$ cat config.mk
export PLATFORM = sky130hd
export DESIGN_NAME = move_sync
export DESIGN_NICKNAME = d
export VERILOG_FILES = /design/src/rtl/snake_pkg.sv /design/src/rtl/move_sync.sv
export SDC_FILE = /design/constraint.sdc
export NUM_CORES = 1
export LEC_CHECK = 0
export ABC_AREA = 1
export CAP_MARGIN = 20
export CORE_MARGIN = 2
export CORE_UTILIZATION = 40
export CTS_CLUSTER_SIZE = 12
export DETAILED_ROUTE_END_ITERATION = 10
export GPL_TIMING_DRIVEN = 0
export PLACE_DENSITY = 0.68
export SLEW_MARGIN = 15
export SYNTH_ARGS = -nofsm -noshare
export SYNTH_HDL_FRONTEND = slang
export SYNTH_SLANG_ARGS = --single-unit
$ cat constraint.sdc
create_clock -name clk -period 3.8 [get_ports clk]
set_input_delay 0.76 -clock clk [delete_from_list [all_inputs] [get_ports clk]]
set_output_delay 0.76 -clock clk [all_outputs]
set_load 0.02 [all_outputs]
$ cat src/rtl/snake_pkg.sv
`default_nettype none
// ============================================================================
// Module   : snake_pkg
// Brief    : Shared snake game types: player direction, lockstep synchroniser
//            state encoding and the default link timeout.
// Revision : 1.0 - initial release
// ============================================================================
package snake_pkg;

  typedef enum logic [2:0] {
    NONE  = 3'd0,
    UP    = 3'd1,
    DOWN  = 3'd2,
    LEFT  = 3'd3,
    RIGHT = 3'd4
  } direction;

  typedef enum logic [1:0] {
    IDLE      = 2'd0,
    WAIT_TICK = 2'd1,
    EXCHANGE  = 2'd2,
    LOST      = 2'd3
  } move_sync_state_t;

  localparam int MOVE_SYNC_TIMEOUT_DEFAULT = 50_000_000;

endpackage
`default_nettype wire

$ cat src/rtl/move_sync.sv
`default_nettype none
// ============================================================================
// Module   : move_sync
// Brief    : Lockstep move synchroniser. Issues one step per exchanged pair of
//            local/remote directions. MOVE_SYNC_TIMEOUT_EN builds the link
//            timeout counter and the LOST state.
// Revision : 1.0 - initial release
// ============================================================================
module move_sync
  import snake_pkg::*;
#(
  parameter int TIMEOUT_CYCLES = MOVE_SYNC_TIMEOUT_DEFAULT
) (
  input  logic     clk,
  input  logic     rst,
  input  logic     tick,
  input  direction dir_local,
  input  logic     start_local,
  input  logic     start_remote,
  input  logic     rcvdir,
  input  direction dir_remote,
  output logic     send,
  output direction dir_send,
  output logic     step,
  output direction dir_p1,
  output direction dir_p2,
  output logic     running,
  output logic     link_lost,
  output logic     desync
);

  move_sync_state_t r_state, w_state;
  logic             r_pending, w_pending;
  direction         r_buf, w_buf;
  logic             r_send, w_send;
  logic             r_step, w_step;
  direction         r_dir_send, w_dir_send;
  direction         r_dir_p1, w_dir_p1;
  direction         r_dir_p2, w_dir_p2;
  logic             r_running;
  logic             r_desync, w_desync;

`ifdef MOVE_SYNC_TIMEOUT_EN
  localparam int CNT_W = $clog2(TIMEOUT_CYCLES + 1);
  localparam logic [CNT_W-1:0] C_CNT_MAX = CNT_W'(TIMEOUT_CYCLES);

  logic [CNT_W-1:0] r_cnt, w_cnt;
  logic             r_link_lost, w_link_lost;
`endif

  always_comb begin
    w_state    = r_state;
    w_pending  = r_pending;
    w_buf      = r_buf;
    w_send     = 1'b0;
    w_step     = 1'b0;
    w_dir_send = r_dir_send;
    w_dir_p1   = r_dir_p1;
    w_dir_p2   = r_dir_p2;
    w_desync   = r_desync;
`ifdef MOVE_SYNC_TIMEOUT_EN
    w_cnt       = r_cnt;
    w_link_lost = r_link_lost;
`endif

    if (start_local || start_remote) begin
      w_state    = WAIT_TICK;
      w_pending  = 1'b0;
      w_desync   = 1'b0;
      w_dir_send = NONE;
      w_dir_p1   = NONE;
      w_dir_p2   = NONE;
`ifdef MOVE_SYNC_TIMEOUT_EN
      w_cnt       = '0;
      w_link_lost = 1'b0;
`endif
    end else begin
      case (r_state)
        WAIT_TICK: begin
          if (tick) begin
            w_dir_send = dir_local;
            w_send     = 1'b1;
`ifdef MOVE_SYNC_TIMEOUT_EN
            w_cnt = '0;
`endif
            if (r_pending || rcvdir) begin
              // A remote move arriving alongside a buffered one stays buffered
              // for the next tick, so the remote remains one move ahead.
              w_step    = 1'b1;
              w_dir_p1  = dir_local;
              w_dir_p2  = r_pending ? r_buf : dir_remote;
              w_pending = r_pending && rcvdir;
              w_buf     = rcvdir ? dir_remote : r_buf;
            end else begin
              w_state = EXCHANGE;
            end
          end else if (rcvdir) begin
            w_buf     = dir_remote;
            w_pending = 1'b1;
            if (r_pending) begin
              w_desync = 1'b1;
            end
          end
        end
        EXCHANGE: begin
          if (rcvdir) begin
            w_step   = 1'b1;
            w_dir_p1 = r_dir_send;
            w_dir_p2 = dir_remote;
            w_state  = WAIT_TICK;
`ifdef MOVE_SYNC_TIMEOUT_EN
            w_cnt = '0;
`endif
          end
`ifdef MOVE_SYNC_TIMEOUT_EN
          else if (r_cnt != C_CNT_MAX) begin
            w_cnt = r_cnt + 1'b1;
            if (w_cnt == C_CNT_MAX) begin
              w_state     = LOST;
              w_link_lost = 1'b1;
            end
          end
`endif
        end
        default: ;
      endcase
    end
  end

  always_ff @(posedge clk) begin
    if (rst) begin
      r_state    <= IDLE;
      r_pending  <= 1'b0;
      r_buf      <= NONE;
      r_send     <= 1'b0;
      r_step     <= 1'b0;
      r_dir_send <= NONE;
      r_dir_p1   <= NONE;
      r_dir_p2   <= NONE;
      r_running  <= 1'b0;
      r_desync   <= 1'b0;
    end else begin
      r_state    <= w_state;
      r_pending  <= w_pending;
      r_buf      <= w_buf;
      r_send     <= w_send;
      r_step     <= w_step;
      r_dir_send <= w_dir_send;
      r_dir_p1   <= w_dir_p1;
      r_dir_p2   <= w_dir_p2;
      r_running  <= (w_state == WAIT_TICK) || (w_state == EXCHANGE);
      r_desync   <= w_desync;
    end
  end

`ifdef MOVE_SYNC_TIMEOUT_EN
  always_ff @(posedge clk) begin
    if (rst) begin
      r_cnt       <= '0;
      r_link_lost <= 1'b0;
    end else begin
      r_cnt       <= w_cnt;
      r_link_lost <= w_link_lost;
    end
  end

  assign link_lost = r_link_lost;
`else
  assign link_lost = 1'b0;
`endif

  assign send     = r_send;
  assign step     = r_step;
  assign dir_send = r_dir_send;
  assign dir_p1   = r_dir_p1;
  assign dir_p2   = r_dir_p2;
  assign running  = r_running;
  assign desync   = r_desync;

endmodule
`default_nettype wire

; After elaboration in Yosys (flattened, before gate mapping)
; Cells that the tools add are included.
; W data, S select, Z words.
[word_totals]
output_inout_bits = 14
elab_cells = 59
regBits = 19
[op_classes]
reduce_logical = 13
mux = 25
bitwise = 3
n_eq_ne = 8
[op_table]
columns = operator, count
row1 = $mux W3, 10
row2 = $pmux W3 S2, 2
row3 = $mux W2, 4
row4 = $reduce_and A4 Y1, 2
row5 = $mux W1, 7
row6 = $ne A2 B2 Y1 const B, 3
row7 = $reduce_and A3 Y1, 2
row8 = $eq A2 B1 Y1 const B, 2
row9 = $eq A2 B2 Y1 const B, 2
row10 = $pmux W2 S2, 1
row11 = $reduce_bool A2 Y1, 2
row12 = $logic_or A1 B1 Y1, 3
row13 = $not A1 Y1, 3
row14 = $reduce_or A3 Y1, 1
row15 = $ne A2 B1 Y1 const B, 1
row16 = $pmux W1 S2, 1
row17 = $reduce_and A2 Y1, 1
row18 = $reduce_or A2 Y1, 1
row19 = $logic_and A1 B1 Y1, 1

; Logic depth before layout (Yosys ltp)
; Gate-level depths: netlist of run 1.
[depth]
ltp_word = 7
depth_mapped = 11

; Least setup slack after synthesis of run 1
; Ideal clock, no wire load.
[synth_path]
path_kind = input port to flip-flop
from = input start_remote
to = register r_step, in the netlist step
stages = 5
required_time_ns = 3.727
arrival_ns = 1.415
slack_ns = 2.312
path_cell_list = nor2_4 > inv_2 > or2_4 > buf_6 > nor3_4
[synth_via]
elab_chain_len = 2
[synth_rtl]
columns = item, line_no
row1 = start: declaration, move_sync.sv:19  ; input logic start_remote,
row2 = $logic_or A1 B1 Y1, move_sync.sv:66  ; if (start_local || start_remote) begin
row3 = $reduce_or A2 Y1 (no source line), --
row4 = end signal: assignment, move_sync.sv:147  ; r_step <= w_step;
row5 = end: declaration, move_sync.sv:36  ; logic r_step, w_step;
; Every way passes these cells.
; A chain may end at the register's enable or synchronous reset.

; Worst setup path after layout of run 1
[layout_path]
from = register r_dir_send[2], in the netlist dir_send[2]
to = output dir_send[2]
[layout_rtl]
columns = item, line_no
row1 = start: declaration, move_sync.sv:37  ; direction r_dir_send, w_dir_send;
row2 = start signal: assignment, move_sync.sv:148  ; r_dir_send <= w_dir_send;
row3 = end: declaration, move_sync.sv:23  ; output direction dir_send,
; No word-level cell between the ends.

==> metrics, run 1 <==
fin area 1260 um2; Final Hold Viols 0; R2R Setup Slk 2.30 ns; Setup-failing EPs final 0; routed wire length 1950 um; CTS tree done; outcome finished, final reports clean; CTS clk-pin slew, worst paths about 0.11 ns; Pwr Density ~300 nW/um2; family with the most delay on the worst path buffers and inverters; fin cells between 150 and 200; top-area cell type share of the netlist area between 30% and 40%; Crit Path Class reg -> out; synthesis-stage register bit count 19; Layout area overhead 31.6%; # IOs 26; core footprint 2230 um2; Max FO, Critical Path 3; VDD IR max 0.142 mV; crit path time final 2.05 ns; hold crit path type reg -> reg; die area 2810 um2; number of synthesized flops with an enable pin 0; Root Driver clkbuf_4; CTS Buf Count 3; Initial Util 43.0%; placed instance count approximately 180; # Post-CTS Setup Buffers 0; unrepaired setup endpoints after global routing no; DP HPWL 1510 um; grt total ovfl 0; Setup crit start kind register; Post-DRT Antenna Nets 0; Synth area leaders dfxtp_1, nand2_1, a21oi_1; WL per Instance about 11 um; setup TNS 0 ns; placed inst area 1230 um2; hold_ws approximately 0.47 ns; Leakage between 0.4 and 0.5 nW; Die W 53.0 um; Sink Count 19; largest net degree at the start of global routing 12; Crit path buffers/inverters 1; layout cells sized above 1 approximately 14%; max cap viols 0; sequential share of the synthesized area slightly below 40%; post-cts sizing count 0; Slew Viols, Final 0; Syn Std Cell Area roughly 960 um2; Arr. time, crit path 1.29 ns; Avg Vias per Cell 4.84; Final Wtd Congestion 0.832; most instantiated cells after synthesis nand2_1, dfxtp_1, a21oi_1; 1st-iter DRT viols 18; Fmax ~490 MHz; vias in the first global route just under 800; cell row count 17; Clock Path Buffers 2; most numerous cell in the Yosys netlist nand2_1; clock skew 0.00438 ns; final worst path period share 54.0%; Post-CTS Hold Fix Bufs 0; Crit path required time 3.04 ns; CP cell instances clkdlybuf4s50_1; diode count 0; critical path endpoint category output pin; drt pass-1 iters 4; Ys Warns 0; area leader, netlist dfxtp_1; asr flop ratio synth 0%; synthesized netlist cell count 126; initial antenna violation count 0; syn_nets 140; Worst-Skew Late Latency 0.30 ns; via count 881; Syn Area/Cell 7.62 um2; Total Nets Final 169; Critical Path Max Stage Delay 0.61 ns; first-pass GRT wire length 3220 um; gr usage total 15.7%; die span in y 53.0 um; Slowest-stage cell, CP clkdlybuf4s50_1; H-tree depth 1; ys flop type dfxtp_1; DRC viols 0; Port Buffer Count 24; Synth cell types 25
## stage by stage
| step | setup WS, ns | util, % | power [mW] |
|---|---|---|---|
| global placement | 1.72 | 55.3 | 0.273 |
| detailed placement | 1.69 | 55.3 | 0.275 |
| floorplan | 2.31 | - | 0.249 |
| CTS | 1.75 | 56.5 | 0.377 |
| finish | 1.75 | 56.5 | 0.376 |
| global route | 1.70 | 56.5 | 0.392 |
## kinds of logic (layout without fill, tap and decap cells)
| family | after synthesis | in the layout | share of synthesized area, % |
|---|---|---|---|
| buf+inv | 17 | 45 | 8.61 |
| fa+ha+maj | 2 | 2 | 2.61 |
| compound gates | 23 | 23 | 15.6 |
| flops | 19 | 19 | 39.6 |
| simple gates | 64 | 64 | 33.1 |
| other cells | 1 | 1 | 0.391 |
## layer usage
metal	GRT usage, %	wire length (um)	part of all wire, %	vias up
met1	19.2	874	45	377
li1	-	-	-	470
met3	2.54	132	6.8	4
met4	6.41	19	0.98	0
met5	0	0	0	-
met2	27.1	922	47	30
## final timing paths
kind / from / to / depth (start not counted)
worst min-delay path: desync / desync / 2
worst max register to register: r_state[0] / running / 10
worst max-delay path: dir_send[2] / dir_send[2] / 1
worst min register to register: desync / desync / 2
## cell usage in the layout (no fill, tap or decap), types with 2 or more instances in the layout
cell type	n
nand2_1	37
inv_2	2
nor2_4	2
nor2_1	7
clkdlybuf4s50_1	24
inv_1	10
nand3_1	5
clkbuf_4	3
o21ai_0	3
nand4_1	7
a21oi_1	11
ha_1	2
a211oi_1	3
buf_4	3
dfxtp_1	19
a21oi_2	2
nand2_2	3
## where the power goes
group	internal, mW	switching (mW)
sequential	0.203	0.00206
clock	0.0393	0.0668
combinational	0.0289	0.0361
total	0.271	0.105
## final cells by class
class	instances	area, um2
Clock inverter	1	5.00
Inverter	13	48.8
Buffer	4	33.8
Tap cell	28	35.0
Fill cell	225	971
Clock buffer	3	22.5
Multi-Input combinational cell	90	497
Timing Repair Buffer	24	240
Sequential cell	19	380
## state kept, by name (all words and copies together), names as in the netlist, 2 cells and up
register / count
r_state: 2
dir_send: 3
dir_p2: 3
r_buf: 3
dir_p1: 3
Note: power is estimated with default switching activity, not from simulation.
==> run 2, diff against run 1 <==
- clock period: 3.8 -> 2.05 ns (I/O delays scaled with it)
==> results of run 2 <==
The final DEF is identical to that of run 1. Status: finished, final reports clean.
Main changes from that run: setup slack after placement 1.69 ns -> 0.288 ns; setup slack after layout 1.75 ns -> 0.348 ns; register-to-register setup slack 2.30 ns -> 0.55 ns; total power 0.376 mW -> 0.697 mW; worst IR drop on VDD 0.142 mV -> 0.264 mV
==> run 3, diff against run 2 <==
- PLACE_DENSITY: 0.68 -> 0.71
- clock period: 2.05 -> 1.4 ns (I/O delays scaled with it)
==> run 3 against run 2 <==
Compared with the run above:
- sequential share of layout area shrank 0.83 points
- sequential power rose by 46%
- setup slack lost 0.29 ns
- register-to-register slack lost 0.49 ns
- routed wire length increased by 4.9%
- first-iteration DRC count shrank 78%
- non-clock buffer count increased by 1
- largest cell class unchanged
- utilization grew 2.7 points
- via count grew 3.6%
- combinational power up 59%
==> metrics, run 3 (synthesis gave the netlist of run 1 again) <==
H-tree depth 1 (unchanged); Crit path required time 1.62 ns; Final Hold Viols 0 (unchanged); Worst Hold Endpoint desync; vias in the first global route 793 (+2.1%); WL per Instance 11.2 um (+4.3%); commonest non-fill, non-tap cells in the layout nand2_1, dfxtp_1, dlygate4sd2_1; routed wire length 2040 um (+4.9%); cell row count 17 (unchanged); CTS Buf Count 3 (unchanged); Pwr Total 1.03 mW; max cap viols 0 (unchanged); Clock Path Buffers 2 (unchanged); worst hold path startpoint rcvdir; drt pass-1 iters 4 (unchanged); Avg Vias per Cell 4.99 (+3.1%); die span in y 53.0 um (unchanged); Sink Count 19 (unchanged); via count 913 (+3.6%); gr usage total 15.7% (about the same); die area 2810 um2 (unchanged); Leakage 0.607 nW (+22%); DRC viols 0 (unchanged); Slew Viols, Final 0 (unchanged); Switch Pwr 0.294 mW; Final Wtd Congestion 0.796 (-4.3%); crit path time final 1.34 ns; grt total ovfl 0 (unchanged); Worst-Skew Late Latency 0.31 ns (about the same); hold crit path type in -> reg; routed length on met3 109 um (-17%); clock power share 27.9% (-0.3 points); Comb pwr share 18.4% (+1.1 points); Crit Path Class reg -> reg; final worst path period share 95.8%; largest net degree at the start of global routing 12 (unchanged); VDD IR max 0.438 mV; clock skew 0.00217 ns (-0.00220 ns); outcome finished, final reports clean; Setup-failing EPs final 0 (unchanged); Fmax 745 MHz; diode count 0 (unchanged); Pwr Density 782 nW/um2; Root Driver clkbuf_4; Total Nets Final 170 (+0.59%); Die W 53.0 um (unchanged); Post-DRT Antenna Nets 0 (unchanged); R2R Setup Slk 0.06 ns; placed inst area 1230 um2 (unchanged); CTS clk-pin slew, worst paths 0.11 ns (about the same); met2 wire len 1030 um (+11%); Net Sw Frac 28.5%; fin area 1320 um2 (+4.9%); Setup crit start kind register; most common cell after layout, fill and taps aside nand2_1; layout cells sized above 1 22.6% (+8.3 points); FF-to-FF End running; Arr. time, crit path 1.56 ns (+0.27 ns); first-pass GRT wire length 3170 um (-1.3%); CTS tree done; met1 wire length 876 um (+0.23%); critical path endpoint category register; Post-CTS Hold Fix Bufs 0 (unchanged); fin util 59.3% (+2.7 points); Initial Util 43.0% (unchanged); 1st-iter DRT viols 4 (-14); max layer used met4; initial antenna violation count 0 (unchanged); P_int about 0.74 mW; core footprint 2230 um2 (unchanged); share of power burned in registers 53.7% (-0.8 points); Reg-to-Reg Start r_state[0]; Max FO, Critical Path 4 (+1); Layout area overhead 37.9%; # IOs 26 (unchanged); R2R cell count 10 (unchanged); cell count of the worst hold path 3 (+1); Port Buffer Count 24 (unchanged)
-- run 3: cell count changes in the layout (fill, tap and decap cells not counted), sizes merged --
cell / change
clkdlybuf4s50: -14
dlygate4sd2: +13
dlymetal6s2s: +2
-- run 3: worst max path at each step --
| stage | from | end | slack, ns | depth (start not counted) |
|---|---|---|---|---|
| 6_report | r_state[0] | running | 0.06 | 10 |
| 3_3_place_gp | rcvdir | running | -0.19 | 7 |
| 3_5_place_dp | rcvdir | running | -0.23 | 7 |
| 2_1_floorplan | r_state[0] | running | 0.04 | 10 |
| 5_1_grt | r_state[0] | running | -0.03 | 9 |
| 4_1_cts | r_state[0] | running | -0.005 | 11 |
-- run 3: power by group through the flow --
stage / Clock (mW) / Combinational [mW] / Sequential, mW
finish: 0.288 / 0.191 / 0.556
global route: 0.305 / 0.209 / 0.558
CTS: 0.299 / 0.186 / 0.557
detailed placement: 0 / 0.177 / 0.569
global placement: 0 / 0.173 / 0.569
floorplan: 0 / 0.0986 / 0.577
-- run 3: metal layers --
| metal | vias up | global-route usage, % |
|---|---|---|
| met5 | - | 0 |
| met4 | 0 | 7.69 |
| met3 | 3 | 3.11 |
| met2 | 22 | 28.1 |
| met1 | 414 | 17.5 |
| li1 | 474 | - |
-- run 3: what timing repair did --
item,4_1_cts,5_1_grt
gates resized for setup,18,18
cloned,0,0
endpoints found under the setup margin,19,13
setup buffers,2,1
pin swaps,2,4
hold endpoints to repair,0,0
-- run 3: critical path: stages (launching register included) --
cell and delay [ns]:
dfxtp_4 0.37, inv_2 0.08, ha_4 0.22, inv_1 0.09, nand2_1 0.06, nand3_1 0.09
nand2_1 0.06, nand2_2 0.09, clkinv_1 0.06, nor2_1 0.09, nor2_1 0.05
-- run 3: stage by stage --
stage               hold WS (ns)  setup slack (ns)  TNS, ns  instances
finish                     0.460            0.0581        0        183
global route               0.489           -0.0334  -0.0334        183
CTS                        0.470          -0.00510  -0.0100        184
detailed placement         0.455            -0.231    -2.45        178
global placement           0.447            -0.193    -1.95        178
floorplan                  0.349            0.0362        0        126
-- run 3: area by class of cell --
| class | count | area (um2) |
|---|---|---|
| clock buffer | 3 | 22.5 |
| buffer | 2 | 18.8 |
| multi-input combinational | 90 | 547 |
| fill | 218 | 910 |
| clock inverter | 1 | 5.00 |
| timing repair buffer | 27 | 254 |
| sequential | 19 | 388 |
| tap | 28 | 35.0 |
| inverter | 13 | 53.8 |
